==> config.mk <==
export PLATFORM = sky130hd
export DESIGN_NAME = toggle_pulse_decoder
export DESIGN_NICKNAME = d
export VERILOG_FILES = /design/src/rtl/toggle_pulse_decoder.sv
export SDC_FILE = /design/constraint.sdc
export NUM_CORES = 1
export LEC_CHECK = 0
export ABC_AREA = 1
export BUFFER_PORTS_ARGS = -buffer_cell sky130_fd_sc_hd__buf_2
export CAP_MARGIN = 20
export CORE_UTILIZATION = 38
export CTS_BUF_LIST = sky130_fd_sc_hd__clkbuf_4
export DETAILED_ROUTE_END_ITERATION = 10
export PLACE_DENSITY_LB_ADDON = 0.2
export SKIP_CTS_REPAIR_TIMING = 1
export SYNTH_ARGS = -nofsm -noshare
export SYNTH_HDL_FRONTEND = slang
export SYNTH_SLANG_ARGS = --single-unit
export TNS_END_PERCENT = 100
==> constraint.sdc <==
create_clock -name clk -period 3.2 [get_ports clk]
set_clock_uncertainty 0.2 [all_clocks]
set_input_delay 0.16 -clock clk [delete_from_list [all_inputs] [get_ports clk]]
set_output_delay 0.16 -clock clk [all_outputs]
set_load 0.03 [all_outputs]
==> src/rtl/toggle_pulse_decoder.sv <==
// Receive end of a toggle-event link: synchronises a sender's toggle level, turns each change
// into a one-cycle pulse, and queues events as a pending count for a valid/ready consumer.
module toggle_pulse_decoder #(
    parameter int unsigned SYNC_STAGES = 2,
    parameter int unsigned PEND_W      = 4,
    parameter int unsigned CNT_W       = 8
) (
    input  logic              clk,
    input  logic              rst_n,
    input  logic              tog_in,
    output logic              pulse_out,
    output logic              evt_valid,
    input  logic              evt_ready,
    output logic [PEND_W-1:0] pend_cnt,
    output logic [CNT_W-1:0]  total_cnt,
    output logic              overflow,
    input  logic              clr_ovf
);

    localparam int unsigned       InitW    = $clog2(SYNC_STAGES + 2);
    localparam logic [InitW-1:0]  InitLast = InitW'(SYNC_STAGES + 1);
    localparam logic [PEND_W-1:0] MaxPend  = '1;

    typedef enum logic [1:0] {StInit, StIdle, StPend} state_e;

    state_e              state_q, state_d;
    logic [SYNC_STAGES-1:0] sync_q;
    logic                tog_s;
    logic                tog_prev_q;
    logic                tog_edge;
    logic                pop;
    logic                drop;
    logic [InitW-1:0]    init_cnt_q, init_cnt_d;
    logic [PEND_W-1:0]   pend_q, pend_d;
    logic [CNT_W-1:0]    total_q, total_d;
    logic                pulse_q;
    logic                ovf_q, ovf_d;

    assign tog_s = sync_q[SYNC_STAGES-1];

    always_ff @(posedge clk or negedge rst_n) begin
        if (!rst_n) begin
            sync_q     <= '0;
            tog_prev_q <= 1'b0;
            pulse_q    <= 1'b0;
            pend_q     <= '0;
            total_q    <= '0;
            ovf_q      <= 1'b0;
            init_cnt_q <= '0;
            state_q    <= StInit;
        end else begin
            sync_q     <= {sync_q[SYNC_STAGES-2:0], tog_in};
            tog_prev_q <= tog_s;
            pulse_q    <= tog_edge;
            pend_q     <= pend_d;
            total_q    <= total_d;
            ovf_q      <= ovf_d;
            init_cnt_q <= init_cnt_d;
            state_q    <= state_d;
        end
    end

    always_comb begin
        tog_edge   = (tog_s ^ tog_prev_q) && (state_q != StInit);
        pop        = (state_q == StPend) && evt_ready;
        drop       = tog_edge && !pop && (pend_q == MaxPend);
        pend_d     = pend_q;
        total_d    = total_q + CNT_W'(tog_edge);
        ovf_d      = ovf_q;
        init_cnt_d = init_cnt_q;
        state_d    = state_q;

        // Simultaneous push and pop cancel, so a full queue never drops in that case.
        if (tog_edge && !pop && (pend_q != MaxPend)) begin
            pend_d = pend_q + 1'b1;
        end else if (!tog_edge && pop) begin
            pend_d = pend_q - 1'b1;
        end

        if (clr_ovf) begin
            ovf_d = 1'b0;
        end
        if (drop) begin
            ovf_d = 1'b1;
        end

        // The partial cycle in which reset is released is not counted.
        case (state_q)
            StInit: begin
                if (init_cnt_q == InitLast) begin
                    state_d = StIdle;
                end else begin
                    init_cnt_d = init_cnt_q + 1'b1;
                end
            end
            StIdle: begin
                if (tog_edge) begin
                    state_d = StPend;
                end
            end
            StPend: begin
                if (pend_d == '0) begin
                    state_d = StIdle;
                end
            end
            default: state_d = StInit;
        endcase
    end

    assign pulse_out = pulse_q;
    assign evt_valid = (state_q == StPend);
    assign pend_cnt  = pend_q;
    assign total_cnt = total_q;
    assign overflow  = ovf_q;

endmodule

Word level (Yosys, flattened, before mapping)
Cells that the tools add are included.
{ "op_classes": {"add_sub_neg": 4, "n_eq_ne": 8, "n_mux": 8, "bitwise_logic": 2, "reduce_logical": 14} }
{ "ops": {"columns": ["op", "count"], "rows": [
  ["$add A8 B1 Y8", 1],
  ["$mux W4", 2],
  ["$logic_and A1 B1 Y1", 6],
  ["$mux W2", 3],
  ["$pmux W2 S3", 1],
  ["$add A4 B1 Y4 const B", 1],
  ["$eq A2 B2 Y1 const B", 2],
  ["$eq A4 B4 Y1 const B", 1],
  ["$logic_not A4 Y1", 1],
  ["$ne A2 B2 Y1 const B", 2],
  ["$ne A4 B4 Y1 const B", 1],
  ["$reduce_bool A2 Y1", 2],
  ["$sub A4 B1 Y4 const B", 1],
  ["$reduce_and A3 Y1", 1],
  ["$add A2 B1 Y2 const B", 1],
  ["$eq A2 B1 Y1 const B", 1],
  ["$logic_not A1 Y1", 2],
  ["$logic_not A2 Y1", 1],
  ["$mux W1", 2],
  ["$ne A2 B1 Y1 const B", 1],
  ["$reduce_and A2 Y1", 1],
  ["$not A1 Y1", 1],
  ["$xor A1 B1 Y1", 1]
]} }
{ "totals": {"ff_bits": 21, "in_bits": 5, "out_inout_bits": 15, "wordCells": 44} }

Logic depth before layout (Yosys ltp)
{ "depth": {"depth_word": 9, "mapped_depth": 14} }

Least setup slack after synthesis
OpenSTA, ideal clock, no wires.
{ "synth_timing": {"path_kind": "register -> register", "from": "reg pend_q[0], in the netlist pend_cnt[0]", "to": "reg state_q[0]", "setup_ns": 0.117, "arrival_time_ns": 1.551, "required_ns": 2.883, "slack_ns": 1.331, "stages_incl_launch_ff": 13, "n_path_buf": 0, "period_less_slack_ns": 1.869, "path_cell_list": "dfrtp_1 inv_1 ha_1 inv_1 nand3_1 nand3_1 nand2_1 nand2_1 inv_1 nand2_1 nand2_1 nand3_1 nand2_1"} }
{ "synth_via": {"elab_chain_len": 6, "word_cells_on_any_way": 9, "classes_between": "2 x add/sub; 2 x eq/ne; 2 x mux; 3 x reduce/logical"} }
{ "synth_lines": {"columns": ["element", "line_no", "text"], "rows": [
  ["from (decl)", "34", "logic [PEND_W-1:0] pend_q, pend_d;"],
  ["from (signal assigned)", "55", "pend_q <= pend_d;"],
  ["$sub A4 B1 Y4 / $ne A4 B4 Y1 (equally long branches)", "77, 74", null],
  ["$mux W4 / $logic_and A1 B1 Y1 (equally long branches)", "76, 74", null],
  ["$mux W4 *", "74", "if (tog_edge && !pop && (pend_q != MaxPend)) begin"],
  ["$logic_not A4 Y1 *", "102", "if (pend_d == '0) begin"],
  ["$ne A2 B1 Y1 (no line) *", null, null],
  ["$reduce_and A3 Y1 (no line) *", null, null],
  ["to (signal assigned)", "50", "state_q <= StInit;"],
  ["to (signal assigned)", "59", "state_q <= state_d;"],
  ["to (decl)", "26", "state_e state_q, state_d;"]
]} }
Every way passes the cells marked *; elsewhere a longest branch is shown, timed or not.
A chain may end at the register's enable or synchronous reset.

Final worst setup path
{ "layout_timing": {"from": "reg sync_q[1]", "to": "reg total_q[6], in the netlist total_cnt[6]"} }
{ "layout_via": {"elab_chain_len": 3} }
{ "layout_lines": {"columns": ["element", "line_no", "text"], "rows": [
  ["from (decl)", "27", "logic [SYNC_STAGES-1:0] sync_q;"],
  ["from (signal assigned)", "52", "sync_q <= {sync_q[SYNC_STAGES-2:0], tog_in};"],
  ["$xor A1 B1 Y1", "64", "tog_edge = (tog_s ^ tog_prev_q) && (state_q != StInit);"],
  ["$logic_and A1 B1 Y1", "64", null],
  ["via tog_edge", "30", "logic tog_edge;"],
  ["$add A8 B1 Y8", "68", "total_d = total_q + CNT_W'(tog_edge);"],
  ["via total_d[6]", "35", "logic [CNT_W-1:0] total_q, total_d;"],
  ["to (signal assigned)", "56", "total_q <= total_d;"],
  ["to (decl)", "35", null]
]} }
The timed path passes the listed nets, and every way through them passes these cells.

==> reports/results.tsv <==
metric	value	unit
status	complete, no violations	
reg2reg end	total_cnt[6]$_DFF_PN0_	
DRT iter0 DRCs	15	
Crit. End Element	flop	
share of cells above drive strength 1	25.69	%
drt first pass iters	4	
Worst Setup EP	total_cnt[6]$_DFF_PN0_	
via count	796	
die span in y	55.00	um
Placed Cells	167	
Critical Path AT	1.88	ns
final setup violation count	0	
Max Slew Vio Count	0	
gpl congestion	0.8293	
# rows	18	
Min-Delay Path Class	in2reg	
FF-to-FF path depth	10	
most frequent cells in the layout	34 x nand2_1, 21 x dfrtp_1, 19 x buf_2	
#FFs+latches synth	21	
Total Neg Setup Slack	0	ns
Final Cycle Share	58.44	%
Seq/Total Area, Yosys	49.24	%
CP Max Fanout	4	
dpl cell area	1189	sq um
commonest non-fill, non-tap cell in the layout	nand2_1	
WL final	1796	um
Mapped Area	1067	sq um
global-route wire length before repair	3077	um
Core ar.	2567	sq um
Worst Path Class, Setup	reg2reg	
CTS tree	built	
die width	55.00	um
GR Util All Layers	14.12	%
Slew @ Worst Pin	0.4548	ns
max_slew headroom	69.68	%
H-tree Lvls	1	
power consumption	1096	uW
# IOs	20	
Critical Path RT	3.21	ns
pin count of the biggest net entering global routing	22	
Final Cell Area	1249	sq um
CTS Buf Count	3	
final hold viol count	0	
Max Buffers Root-to-Sink	2	
Clock Latency Late Sink	0.29	ns
vias in the first global route	720	
wire per inst	10.32	um
Post-Layout Cell Count	174	
Peak supply drop	0.0005816	V
drt drc	0	
PwrDens	877.5	nW/um^2
max_cap viols	0	
# diodes	0	
port bufs	19	
DR vias/cell	4.575	
RSZ-0062 raised after global routing	no	
final core utilization	48.64	%
worst setup path startpoint	sync_q[1]$_DFF_PN0_	
critical path launch point type	flop	
reg2reg setup slack	1.33	ns
Initial Utilization	41.57	%
Synth Instances	119	
cell leakage power	0.0006930	uW
Mapped Nets	129	
clk sink count	21	
synth warn	0	
initial antenna violation count	0	
fin nets	155	
DP HPWL	1399	um
area delta synth->final	17.00	%
Die ar.	3024	sq um
FMAX	534.7	MHz
minimum clock period	1.870	ns
Root Buffer	clkbuf_4	
Avg Inst Size Synth	8.969	sq um
Synth cell types	20	
GR Overflow Total	0	
Antenna Nets Post-Route	0	
clock transition at the registers of the reported paths	0.11	ns
reg2reg start	sync_q[1]$_DFF_PN0_	
[layer usage]
metal	vias to the layer above	wire length, um	track usage, %
li1	415	-	-
met1	366	907	20.49
met2	13	815	22.29
met3	2	61	1.639
met4	0	12	3.750
met5	-	0	0
[state kept, by name, summed over array words and instances (netlist names)]
name	flops
tog_prev_q	1
total_cnt	8
pulse_out	1
state_q	2
sync_q	2
pend_cnt	4
init_cnt_q	2
overflow	1
[critical path, cell delays in order, from the launching register on]
cell	delay [ns]
dfrtp_1	0.42
inv_1	0.07
nand2_1	0.06
nand2_2	0.10
nand2_1	0.10
inv_1	0.08
ha_1	0.17
ha_1	0.18
nand3_1	0.12
nor2_1	0.13
xor2_1	0.16
[synthesized netlist by cell type]
| cell type | n | share of area (%) |
|---|---|---|
| nand2_1 | 34 | 12 |
| dfrtp_1 | 21 | 49 |
| inv_1 | 14 | 4.9 |
| nand3_1 | 9 | 4.2 |
| nor2_1 | 8 | 2.8 |
| xor2_1 | 7 | 5.7 |
| ha_1 | 5 | 5.9 |
| nand2_2 | 5 | 2.9 |
| xnor2_1 | 3 | 2.5 |
| inv_2 | 2 | 0.70 |
| nand3_2 | 2 | 1.9 |
| a21oi_1 | 1 | 0.47 |
| buf_6 | 1 | 1.1 |
| clkinv_2 | 1 | 0.47 |
| mux2_2 | 1 | 1.1 |
| nand2_4 | 1 | 1.1 |
| nand4_1 | 1 | 0.59 |
| nand4_2 | 1 | 1.2 |
| nor2_2 | 1 | 0.59 |
| o32ai_1 | 1 | 0.82 |
[area by class of cell]
type,count,area (sq um)
fill,255,1319
tap,30,37.54
timing repair buffer,22,125.1
sequential,21,525.5
clock buffer,4,30.03
inverter,17,65.06
multi-input combinational,80,465.4
[cell families (layout without fill, tap and decap cells)]
group           Yosys count  in the layout  share of synthesized area, %
fa+ha+maj                 5              5                         5.862
simple gates             62             62                         27.20
compound gates            2              2                         1.289
buf+inv                  18             43                         7.151
xor+xnor                 10             10                         8.207
mux                       1              1                         1.055
flops                    21             21                         49.24
[worst min-delay path by stage]
| stage | to | depth (start not counted) | startpoint | slack (ns) |
|---|---|---|---|---|
| CTS | init_cnt_q[1]$_DFFE_PN0P_ | 1 | rst_n | -0.39 |
| detailed placement | init_cnt_q[1]$_DFFE_PN0P_ | 1 | rst_n | -0.06 |
| global placement | init_cnt_q[1]$_DFFE_PN0P_ | 1 | rst_n | -0.06 |
| finish | overflow$_DFFE_PN0P_ | 4 | evt_ready | 0.11 |
| global route | overflow$_DFFE_PN0P_ | 4 | evt_ready | 0.13 |
| floorplan | init_cnt_q[0]$_DFFE_PN0P_ | 0 | rst_n | -0.34 |
[metrics by stage]
stage | hold slack [ns] | setup slack (ns)
detailed placement | -0.06146 | 1.336
floorplan | -0.3356 | 1.331
CTS | -0.3945 | 1.295
global placement | -0.06432 | 1.350
finish | 0.1050 | 1.330
global route | 0.1337 | 1.091
[power breakdown]
part	total [uW]	leakage [uW]	internal, uW	switching, uW
Clock	130	0.0000184	56.8	73.3
Sequential	432	0.000254	343	89.1
Combinational	533	0.000421	172	361
Note: power is estimated with default switching activity, not from simulation.
